[src/rtl/mem_access_stage.sv]
// rtl/mem_access_stage.sv - RV32I memory stage: dmem handshake, load align/extend, M/W register
module mem_access_stage #(
  parameter int word_width = 32,
  parameter int addr_lsb   = 2
) (
  input  logic        clk,
  input  logic        reset,
  input  logic        ValidM,
  input  logic        RegWriteM,
  input  logic [1:0]  ResultSrcM,
  input  logic        MemWriteM,
  input  logic [2:0]  Funct3M,
  input  logic [31:0] ALUResultM,
  input  logic [31:0] WriteDataM,
  input  logic [4:0]  RdM,
  input  logic [31:0] PCPlus4M,
  output logic        StallM,
  output logic        dmem_req,
  output logic        dmem_we,
  output logic [31:0] dmem_addr,
  output logic [3:0]  dmem_be,
  output logic [31:0] dmem_wdata,
  input  logic        dmem_gnt,
  input  logic        dmem_rvalid,
  input  logic [31:0] dmem_rdata,
  output logic        ValidW,
  output logic        RegWriteW,
  output logic [1:0]  ResultSrcW,
  output logic [31:0] ALUResultW,
  output logic [31:0] ReadDataW,
  output logic [31:0] PCPlus4W,
  output logic [4:0]  RdW,
  output logic        MisalignW
);

  typedef enum logic [1:0] {S_IDLE, S_REQ, S_WAIT} state_t;
  state_t state;

  logic       memop, store, bad, go;
  logic [1:0] off;
  logic [7:0]  rbyte;
  logic [15:0] rhalf;
  logic [31:0] load_data;

  assign off   = ALUResultM[1:0];
  assign memop = ValidM & (MemWriteM | (ResultSrcM == 2'b01));
  assign store = MemWriteM;

  // Misaligned or unsupported encodings never reach the memory.
  assign bad = memop & (((Funct3M[1:0] == 2'b01) & off[0]) |
                        ((Funct3M == 3'b010) & (off != 2'b00)) |
                        (Funct3M == 3'b011) | (Funct3M == 3'b110) | (Funct3M == 3'b111) |
                        (MemWriteM & Funct3M[2]));
  assign go = memop & ~bad;

  assign dmem_addr = {ALUResultM[word_width-1:addr_lsb], {addr_lsb{1'b0}}};
  assign dmem_we   = store;

  always_comb begin
    dmem_be    = 4'b1111;
    dmem_wdata = WriteDataM;
    case (Funct3M[1:0])
      2'b00: begin
        dmem_be    = 4'b0001 << off;
        dmem_wdata = {4{WriteDataM[7:0]}};
      end
      2'b01: begin
        dmem_be    = off[1] ? 4'b1100 : 4'b0011;
        dmem_wdata = {2{WriteDataM[15:0]}};
      end
      default: ;
    endcase
  end

  always_comb begin
    dmem_req = 1'b0;
    StallM   = 1'b0;
    case (state)
      S_IDLE: begin
        dmem_req = go;
        StallM   = go & ~(dmem_gnt & store);
      end
      S_REQ: begin
        dmem_req = 1'b1;
        StallM   = ~(dmem_gnt & store);
      end
      S_WAIT: StallM = ~dmem_rvalid;
      default: ;
    endcase
    if (reset) dmem_req = 1'b0;
  end

  always_comb begin
    case (off)
      2'b00:   rbyte = dmem_rdata[7:0];
      2'b01:   rbyte = dmem_rdata[15:8];
      2'b10:   rbyte = dmem_rdata[23:16];
      default: rbyte = dmem_rdata[31:24];
    endcase
    rhalf = off[1] ? dmem_rdata[31:16] : dmem_rdata[15:0];
    case (Funct3M)
      3'b000:  load_data = {{24{rbyte[7]}}, rbyte};
      3'b100:  load_data = {24'h0, rbyte};
      3'b001:  load_data = {{16{rhalf[15]}}, rhalf};
      3'b101:  load_data = {16'h0, rhalf};
      default: load_data = dmem_rdata;
    endcase
  end

  always_ff @(posedge clk) begin
    if (reset) begin
      state <= S_IDLE;
    end else begin
      case (state)
        S_IDLE: if (go) state <= dmem_gnt ? (store ? S_IDLE : S_WAIT) : S_REQ;
        S_REQ:  if (dmem_gnt) state <= store ? S_IDLE : S_WAIT;
        S_WAIT: if (dmem_rvalid) state <= S_IDLE;
        default: state <= S_IDLE;
      endcase
    end
  end

  always_ff @(posedge clk) begin
    if (reset) begin
      ValidW     <= 1'b0;
      RegWriteW  <= 1'b0;
      ResultSrcW <= 2'b00;
      ALUResultW <= 32'h0;
      ReadDataW  <= 32'h0;
      PCPlus4W   <= 32'h0;
      RdW        <= 5'h0;
      MisalignW  <= 1'b0;
    end else if (StallM) begin
      ValidW    <= 1'b0;
      RegWriteW <= 1'b0;
      MisalignW <= 1'b0;
    end else begin
      ValidW     <= ValidM;
      RegWriteW  <= RegWriteM & ~bad;
      ResultSrcW <= ResultSrcM;
      ALUResultW <= ALUResultM;
      ReadDataW  <= (state == S_WAIT && dmem_rvalid) ? load_data : 32'h0;
      PCPlus4W   <= PCPlus4M;
      RdW        <= RdM;
      MisalignW  <= bad;
    end
  end

endmodule
[config.mk]
export PLATFORM = sky130hd
export DESIGN_NAME = mem_access_stage
export DESIGN_NICKNAME = d
export VERILOG_FILES = /design/src/rtl/mem_access_stage.sv
export SDC_FILE = /design/constraint.sdc
export NUM_CORES = 1
export LEC_CHECK = 0
export BUFFER_PORTS_ARGS = -buffer_cell sky130_fd_sc_hd__buf_2
export CORE_AREA = 3 3 124 126
export DETAILED_ROUTE_END_ITERATION = 12
export DIE_AREA = 0 0 127 129
export PLACE_DENSITY = 0.74
export SLEW_MARGIN = 20
export SYNTH_ARGS = -nofsm -noshare
export SYNTH_HDL_FRONTEND = slang
export SYNTH_SLANG_ARGS = --single-unit
export TNS_END_PERCENT = 30
[constraint.sdc]
create_clock -name clk -period 2.9 [get_ports clk]
set_input_delay 0.145 -clock clk [delete_from_list [all_inputs] [get_ports clk]]
set_output_delay 0.145 -clock clk [all_outputs]
set_load 0.02 [all_outputs]
==> flow_summary_export.csv, run 1 <==
group,metric,value,unit
logic_synthesis,synth_simple_gate_area_share,21.5,%
clock_tree,cts_setup_buffers,0,
cells_and_area,antenna_cells,0,
setup_path,r2r_start,"state[1]",
logic_synthesis,ys_seq_elements,108,
clock_tree,cts-root-buf,"clkbuf_16",
global_route,grt_pass1_wl,26900,um
die,io_pins,322,
power_and_ir_drop,switchingPower,1.08,mW
logic_synthesis,syn_inst,647,
die,initial_core_util,40.9,%
drt,remaining_drc_errors,0,
setup_path,r2r_cells,4,
timing,finalMaxSlewViolations,0,
setup_path,r2r_end,"ReadDataW[27]",
logic_synthesis,synth_top_family_by_area,"simple AND/OR/NAND/NOR gates",
cells_and_area,drive_above_1_share,41.2,%
logic_synthesis,synth.area.mux_share,18.3,%
power_and_ir_drop,switching_share,30.1,%
global_route,gr-total-overflow,0,
worst_hold_path,hp-class,"input port to flop",
timing,hold_violations,0,
timing,finalSetupViolCount,0,
logic_synthesis,avgSynthCellArea,9.12,um^2
drt,ant_nets,0,
clock_tree,numClockSinks,108,
power_and_ir_drop,comb_power_share,22.7,%
power_and_ir_drop,power.density,476,mW/mm^2
placed_design,numPortBuffers,319,
setup_path,crit_path_top_delay_cell,"buf_2",
die,dieArea,0.0164,mm^2
power_and_ir_drop,vdd_ir_drop_max,393,uV
global_route,grt_max_degree,112,
setup_path,endpoint_kind,"output port",
clock_tree,cts_buffer_depth,2,
timing,fmax,500,MHz
setup_path,cp_max_fo,31,
worst_hold_path,min_to,"ReadDataW[20]",
logic_synthesis,yosys-top-cells-count,"nand2b_1 (150), dfxtp_1 (108), mux2i_1 (80), buf_4 (42), inv_1 (38)",
timing,relSlewSlack,49.2,%
logic_synthesis,yosysWarnings,0,
setup_path,cp_common_cell,"buf_2",
setup_path,arrival,1860,ps
die,dieHeight,129,um
setup_path,rrSetupSlack,970,ps
setup_path,critPathRequiredTime,2760,ps
setup_path,crit_path_max_incr_delay,540,ps
drt,wl_per_cell,16.1,um
clock_tree,htree_num_levels,3,
clock_tree,cts_tree,"built",
logic_synthesis,synth_ff_type,"dfxtp_1",
cells_and_area,fin_util,52.2,%
logic_synthesis,synth_largest_area_cell,"dfxtp_1",
setup_path,cp_cell_sequence,"buf_2 -> a221o_1 -> o41ai_4 -> a21oi_4 -> buf_12 -> inv_2 -> buf_2",
timing,finalCriticalPeriod,2000,ps
placed_design,hpwlAfterDp,13100,um
logic_synthesis,ys_top_cells_by_area,"dfxtp_1 (37%), nand2b_1 (16%), mux2i_1 (14%)",
setup_path,worst-setup-path-type,"input port to output port",
die,rows,44,
cells_and_area,fillCellCount,1371,
logic_synthesis,synth_edf_count,0,
drt,num_vias,5280,
logic_synthesis,synth_area,0.00590,mm^2
timing,setup_tns,0,ps
drt,drt_iter0_markers,303,
drt,drt_pass1_iterations,4,
power_and_ir_drop,leakage,3.89,nW
logic_synthesis,yosysSeqAreaShare,36.6,%
worst_hold_path,hold_start,"dmem_rdata[20]",
timing,worstMarginPinSlew,760,ps
clock_tree,numCtsBuffers,9,
global_route,grt.total_usage,20.4,%
global_route,grt_pass1_vias,5019,
drt,wl,17400,um
power_and_ir_drop,clockPowerShare,32.6,%
logic_synthesis,synthAdderAreaFrac,0,%
logic_synthesis,synth_compound_area_share,11.6,%
timing,fin_worst_skew,10.9,ps
logic_synthesis,synth.most_common_cell,"nand2b_1",
die,fp.dieW,127,um
power_and_ir_drop,intPower,2.50,mW
cells_and_area,syn2layout_area_growth,27.6,%
logic_synthesis,ys_types,43,
logic_synthesis,ys_async_sr_fraction,0,%
logic_synthesis,synth_top_area_share,36.6,%
cells_and_area,nNetsFinal,1039,
power_and_ir_drop,pwr-share-seq,44.7,%
timing,timing.final.crit_share,69.0,%
placed_design,gp_congestion,0.813,
clock_tree,cts.clk_slew.worst_paths,70,ps
worst_hold_path,hold_depth,3,
logic_synthesis,synth_xor_area_share,0,%
outcome,outcome,"finished, final reports clean",
clock_tree,clk-insertion-delay-late,350,ps
drt,viasPerCell,4.88,
setup_path,startpoint_type,"input port",
die,core,0.0144,mm^2
timing,rsz0062_at_grt,"false",
global_route,grt_antenna_before_repair,2,
run,max-cap-violations,0,
==> stage by stage <==
step	worst slack [ps]	hold slack (ps)	std cells	power, mW	area (um^2)
4_1_cts	904	10.2	1082	3.63	7530
6_report	899	30.8	1082	3.58	7530
5_1_grt	772	25.2	1082	3.76	7530
3_5_place_dp	803	358	1066	2.45	7240
3_3_place_gp	868	350	1066	2.44	7240
2_1_floorplan	1440	224	648	2.17	5910
==> area by class of cell <==
type	instances	area (um^2)	area share, %
inverters	39	146	1.94
well taps	184	230	3.06
flip-flops and latches	108	2160	28.7
clock inverters	4	33.8	0.449
repair buffers	324	1660	22.1
multi-input cells	412	3050	40.5
clock buffers	11	243	3.22
==> worst max-delay path, delay by kind of cell <==
family                 cells  cell delay [ps]
buffers and inverters      4             1030
AOI/OAI and AO/OA          3              660
==> per-layer routing <==
| metal | global-route usage [%] | wire length (um) |
|---|---|---|
| met1 | 28.3 | 7850 |
| met2 | 32.0 | 8180 |
| met3 | 6.10 | 1240 |
| met4 | 3.60 | 118 |
| met5 | 0 | 27 |
==> flip-flops by register name, indices dropped and copies added, names as in the netlist <==
signal      cells
ResultSrcW      2
RdW             5
ValidW          1
state           2
PCPlus4W       32
ReadDataW      32
ALUResultW     32
MisalignW       1
RegWriteW       1
==> power groups by stage <==
stage	Clock (mW)	Combinational [mW]	Sequential (mW)
final	1.17	0.813	1.60
after global routing	1.27	0.876	1.61
after floorplan	0	0.446	1.73
after global placement	0	0.806	1.63
after detailed placement	0	0.814	1.63
after CTS	1.21	0.817	1.60
==> worst max-delay path by stage <==
stage | startpoint | to | slack (ps)
after floorplan | Funct3M[1] | dmem_req | 1440
after global placement | Funct3M[0] | ReadDataW[12] | 870
after detailed placement | Funct3M[0] | ALUResultW[28] | 800
after CTS | Funct3M[0] | StallM | 900
after global routing | state[1] | ReadDataW[17] | 770
final | Funct3M[0] | StallM | 900
==> placed cells by master (no fill, tap or decap), types with 2 or more instances in the layout <==
cell type / instances
inv_1: 38
nor2_1: 5
o21ai_0: 27
nand2b_1: 150
o311ai_1: 16
buf_2: 318
a211o_1: 6
nor3b_1: 2
nor3_1: 4
nor2b_1: 2
dfxtp_1: 108
a21oi_4: 2
nor2_2: 2
nand3_1: 6
conb_1: 2
o22ai_1: 2
and3b_1: 6
clkbuf_16: 9
nand2_1: 34
a221o_1: 8
mux2_2: 23
buf_4: 3
buf_12: 2
nor4_1: 2
inv_6: 2
a21oi_1: 9
o32ai_1: 10
a21boi_0: 2
mux2i_1: 80
==> timing repair <==
action / CTS / global route
hold buffers: 1 / 0
resized for setup: 0 / 0
hold endpoints to repair: 1 / 0
==> kinds of logic (layout without fill, tap and decap cells) <==
family                 after synthesis  after routing
AOI/OAI and AO/OA                   90             90
buffers and inverters              128            378
DFF                                108            108
muxes                              104            104
other                                1              2
and+or+nand+nor                    216            216
Power figures use the tool's default switching activity.
==> inputs of run 2 (changes only) <==
- CORE_AREA: 3 3 124 126 -> default
- CORE_ASPECT_RATIO: default -> 0.7
- CORE_MARGIN: default -> 3
- CORE_UTILIZATION: default -> 45
- DIE_AREA: 0 0 127 129 -> default
- PLACE_DENSITY: 0.74 -> 0.81
- clock period: 2.9 -> 2.05 ns (I/O delays scaled with it)
==> run 2 against run 1 <==
Routed wire length fell by 2.1%. Register-to-register slack worse by 700 ps. Sequential share of layout area is 0.48 points lower. Worst hold slack worse by 13 ps. Clock skew decreased by 1.7 ps.
==> flow_summary_export.csv, run 2 (synthesized netlist as in run 1, its figures left out) <==
group,metric,value,unit
global_route,gr-total-overflow,0,
timing,finalSetupViolCount,0,
setup_path,critPathRequiredTime,1950,ps
power_and_ir_drop,intPower,3.59,mW
outcome,outcome,"finished, final reports clean",
global_route,grt_antenna_before_repair,0,
setup_path,cp_common_cell,"buf_2",
power_and_ir_drop,pwr-share-seq,44.2,%
power_and_ir_drop,clockPowerShare,32.8,%
placed_design,placed_area,0.00728,mm^2
global_route,grt_pass1_wl,25300,um
drt,drt_iter0_markers,316,
clock_tree,clk-insertion-delay-late,340,ps
power_and_ir_drop,switching_share,29.8,%
power_and_ir_drop,comb_power_share,23.0,%
setup_path,worst-setup-path-type,"input port to output port",
clock_tree,numClockSinks,108,
global_route,grt.total_usage,21.7,%
timing,fmax,509,MHz
drt,ant_nets,0,
clock_tree,cts.clk_slew.worst_paths,70,ps
setup_path,critPathTopFamily,"buffers and inverters",
power_and_ir_drop,power.density,668,mW/mm^2
clock_tree,cts_setup_buffers,0,
timing,fin_worst_skew,9.22,ps
power_and_ir_drop,switchingPower,1.52,mW
clock_tree,cts_buffer_depth,2,
placed_design,place_ws,296,ps
timing,setup_tns,0,ps
global_route,grt_pass1_vias,4856,
cells_and_area,layout_commonest_cell,"buf_2",
drt,viasPerCell,5.03,
timing,finalCriticalPeriod,1960,ps
drt,drt_pass1_iterations,5,
setup_path,arrival,1860,ps
die,dieHeight,102,um
global_route,grt_max_degree,104,
setup_path,endpoint_kind,"output port",
cells_and_area,drive_above_1_share,41.7,%
timing,finalMaxSlewViolations,0,
die,dieArea,0.0145,mm^2
die,core,0.0126,mm^2
cells_and_area,nNetsFinal,1054,
setup_path,cp_max_fo,19,
cells_and_area,antenna_cells,0,
worst_hold_path,hp-class,"input port to flop",
placed_design,gp_congestion,0.921,
drt,wl_per_cell,15.9,um
die,rows,34,
timing,setup_ws,86.4,ps
timing,relSlewSlack,46.1,%
power_and_ir_drop,vdd_ir_drop_max,404,uV
drt,num_vias,5412,
setup_path,crit_path_max_incr_delay,540,ps
placed_design,hpwlAfterDp,12800,um
setup_path,startpoint_type,"input port",
cells_and_area,final_cell_mix,"buf_2 (318), nand2b_1 (150), dfxtp_1 (108)",
clock_tree,htree_num_levels,3,
cells_and_area,syn2layout_area_growth,29.7,%
setup_path,cp_cell_sequence,"dlygate4sd3_1 -> buf_2 -> nand2_1 -> a31o_2 -> a21oi_4 -> buf_12 -> inv_2 -> buf_2",
clock_tree,cts-root-buf,"clkbuf_16",
power_and_ir_drop,leakage,3.97,nW
cells_and_area,final_area,0.00766,mm^2
setup_path,crit_path_top_delay_cell,"dlygate4sd3_1",
drt,wl,17100,um
timing,worstMarginPinSlew,809,ps
die,io_pins,322,
drt,remaining_drc_errors,0,
setup_path,critPathBufInv,5,
placed_design,numPortBuffers,319,
timing,hold-worst-slack,18.2,ps
cells_and_area,top_regs,"ALUResultW: 32 flops, PCPlus4W: 32 flops, ReadDataW: 32 flops",
die,fp.dieW,143,um
clock_tree,numCtsBuffers,9,
clock_tree,cts_tree,"built",
timing,timing.final.crit_share,95.8,%
timing,hold_violations,0,
cells_and_area,fillCellCount,1150,
run,max-cap-violations,0,
die,initial_core_util,46.7,%
==> run 2: worst reg2reg max path: stages, from the launching register on <==
cell and delay [ps]:
dfxtp_1 370, nor3b_1 160, a31o_2 240, a21oi_4 260
buf_12 360, mux2i_1 320
==> run 2: metal layers <==
layer,routed length (um),part of all wire (%),vias to the layer above,GRT usage [%]
li1,-,-,2667,-
met1,7730,45,2507,30.6
met2,7670,45,222,32.4
met3,1410,8.3,16,6.74
met4,249,1.5,0,5.33
met5,0,0,-,0
==> run 2: layout make-up <==
cell class / instances / area, um^2 / area share, %
Clock buffer: 12 / 256 / 3.35
Clock inverter: 4 / 33.8 / 0.441
Inverter: 39 / 146 / 1.91
Timing Repair Buffer: 339 / 1810 / 23.6
Tap cell: 162 / 203 / 2.65
Sequential cell: 108 / 2160 / 28.2
Multi-Input combinational cell: 412 / 3050 / 39.8
==> run 2: power by group through the flow <==
| stage | sequential (mW) | clock [mW] | combinational (mW) |
|---|---|---|---|
| 6_report | 2.26 | 1.68 | 1.18 |
| 5_1_grt | 2.27 | 1.81 | 1.27 |
| 4_1_cts | 2.26 | 1.73 | 1.17 |
| 3_5_place_dp | 2.31 | 0 | 1.16 |
| 3_3_place_gp | 2.31 | 0 | 1.15 |
| 2_1_floorplan | 2.44 | 0 | 0.631 |
==> run 2: what timing repair did <==
action / 4_1_cts / 5_1_grt
hold endpoints to repair: 6 / 0
setup endpoints to repair: 0 / 1
hold buffers: 6 / 0
resized for setup: 0 / 0
==> run 2: per-stage QoR <==
| stage | power [mW] | cells | utilization, % |
|---|---|---|---|
| 5_1_grt | 5.35 | 1076 | 60.6 |
| 2_1_floorplan | 3.07 | 648 | - |
| 3_3_place_gp | 3.45 | 1053 | 57.6 |
| 6_report | 5.12 | 1076 | 60.6 |
| 3_5_place_dp | 3.47 | 1053 | 57.6 |
| 4_1_cts | 5.16 | 1075 | 60.4 |
==> run 2: worst paths after layout <==
kind                       start        endpoint  slack [ps]  cells past startpoint
setup / recovery        dmem_gnt          StallM          90                      8
hold / removal    dmem_rdata[16]   ReadDataW[16]          20                      3
setup reg to reg        state[1]    PCPlus4W[27]         270                      5
hold reg to reg   ALUResultW[12]  ALUResultW[12]         470                      2
==> inputs of run 3 (changes only) <==
- RECOVER_POWER: default -> 50
==> run 3 against run 2 <==
Power fell by 0.65%. Sequential share of layout area rose by 0.67 points. Sequential power barely moved. Utilization fell by 1.4 points. Combinational power fell by 3%. Via count rose by 0.44%. First-iteration DRC count rose by 3.8%. Non-clock buffer count did not move. Final area fell by 2.3%. Clock skew rose by 1.2 ps. Register-to-register slack got worse by 20 ps. Clock power barely moved. Critical path type unchanged.
==> flow_summary_export.csv, run 3 (synthesized netlist as in run 1, its figures left out) <==
group,metric,value,unit
outcome,outcome,"finished, final reports clean",
cells_and_area,antenna_cells,0,
drt,drt_pass1_iterations,5,
global_route,grt_pass1_wl,25300,um
global_route,grt_pass1_vias,4856,
worst_hold_path,min_to,"ReadDataW[25]",
global_route,grt.total_usage,21.7,%
cells_and_area,syn2layout_area_growth,26.8,%
drt,wl,17200,um
worst_hold_path,hp-class,"input port to flop",
die,dieHeight,102,um
timing,finalSetupViolCount,0,
global_route,grt_max_degree,104,
drt,ant_nets,0,
cells_and_area,top_regs,"ALUResultW: 32 flops, PCPlus4W: 32 flops, ReadDataW: 32 flops",
cells_and_area,final_area,0.00748,mm^2
setup_path,cp_max_fo,19,
setup_path,endpoint_kind,"output port",
cells_and_area,final_cell_mix,"buf_2 (177), nand2b_1 (150), clkbuf_1 (142)",
timing,fmax,512,MHz
power_and_ir_drop,totalPowerFinal,5.09,mW
setup_path,worst-setup-path-type,"input port to output port",
drt,drt_iter0_markers,328,
placed_design,placed_area,0.00728,mm^2
timing,relSlewSlack,46.4,%
die,dieArea,0.0145,mm^2
timing,hold-worst-slack,18.6,ps
timing,finalMaxSlewViolations,0,
placed_design,hpwlAfterDp,12800,um
placed_design,gp_congestion,0.921,
setup_path,r2r_end,"PCPlus4W[27]",
clock_tree,cts-root-buf,"clkbuf_16",
die,initial_core_util,46.7,%
clock_tree,cts_resized,0,
timing,hold_violations,0,
timing,finalCriticalPeriod,1950,ps
timing,timing.final.crit_share,95.3,%
cells_and_area,multi_input_area,0.00305,mm^2
global_route,gr-total-overflow,0,
cells_and_area,fillCellCount,1222,
clock_tree,htree_num_levels,3,
clock_tree,numClockSinks,108,
power_and_ir_drop,power.density,680,mW/mm^2
power_and_ir_drop,vdd_ir_drop_max,405,uV
global_route,grt_antenna_before_repair,0,
die,io_pins,322,
setup_path,arrival,1850,ps
clock_tree,cts_buffer_depth,2,
cells_and_area,drive_above_1_share,26.3,%
timing,worstMarginPinSlew,804,ps
worst_hold_path,hold_depth,3,
setup_path,rrSetupSlack,250,ps
setup_path,critPathRequiredTime,1950,ps
cells_and_area,layout_commonest_cell,"buf_2",
worst_hold_path,hold_start,"dmem_rdata[25]",
run,max-cap-violations,0,
clock_tree,cts.clk_slew.worst_paths,80,ps
clock_tree,cts_setup_buffers,0,
drt,viasPerCell,5.05,
setup_path,r2r_start,"state[1]",
drt,wl_per_cell,16.0,um
cells_and_area,nNetsFinal,1054,
clock_tree,numCtsBuffers,9,
setup_path,startpoint_type,"input port",
drt,num_vias,5436,
clock_tree,clk-insertion-delay-late,340,ps
die,core,0.0126,mm^2
placed_design,numPortBuffers,319,
cells_and_area,register_area,0.00216,mm^2
die,fp.dieW,143,um
power_and_ir_drop,leakage,3.47,nW
clock_tree,cts_tree,"built",
setup_path,r2r_cells,5,
timing,fin_worst_skew,10.4,ps
drt,remaining_drc_errors,0,
die,rows,34,
==> run 3: per-layer routing <==
layer / track usage, % / vias to the layer above / part of all wire [%]
li1: - / 2674 / -
met1: 30.6 / 2516 / 45
met2: 32.4 / 232 / 45
met3: 6.74 / 14 / 8.6
met4: 5.33 / 0 / 1.3
met5: 0 / - / 0
==> run 3: per-stage QoR <==
step	utilization (%)	setup TNS (ps)	setup slack [ps]	instances
global placement	57.6	0	378	1053
floorplan	-	0	600	648
finish	59.2	0	97.3	1076
detailed placement	57.6	0	296	1053
global route	59.2	-4.85	-4.85	1076
CTS	60.4	0	74.5	1075
==> run 3: worst max path at each step <==
stage	end	start	cells past startpoint	slack, ps
2_1_floorplan	ALUResultW[10]	state[1]	6	600
3_3_place_gp	PCPlus4W[13]	Funct3M[0]	6	380
3_5_place_dp	PCPlus4W[8]	Funct3M[0]	6	300
4_1_cts	StallM	dmem_gnt	8	70
5_1_grt	StallM	dmem_gnt	8	-5
6_report	StallM	dmem_gnt	8	100
==> run 3: critical path: stages <==
cell           delay, ps
dlygate4sd3_1        540
buf_2                140
nand2_1               70
a31o_2               280
a21oi_4              250
buf_12               230
inv_2                 60
buf_2                160
==> run 3: what timing repair did <==
| action | in CTS | in global routing |
|---|---|---|
| setup endpoints to repair | 0 | 1 |
| hold endpoints to repair | 6 | 0 |
| hold buffers | 6 | 0 |
==> run 3: final cells by class <==
cell class                      count  area share (%)
Clock buffer                       12            3.43
Clock inverter                      4           0.452
Multi-Input combinational cell    412            40.8
Inverter                           39            1.96
Timing Repair Buffer              339            21.8
Sequential cell                   108            28.9
Tap cell                          162            2.71
==> run 3: report_power, final <==
group          switching (mW)  internal, mW
Sequential             0.0579          2.21
Clock                   0.780         0.899
Combinational           0.694         0.447
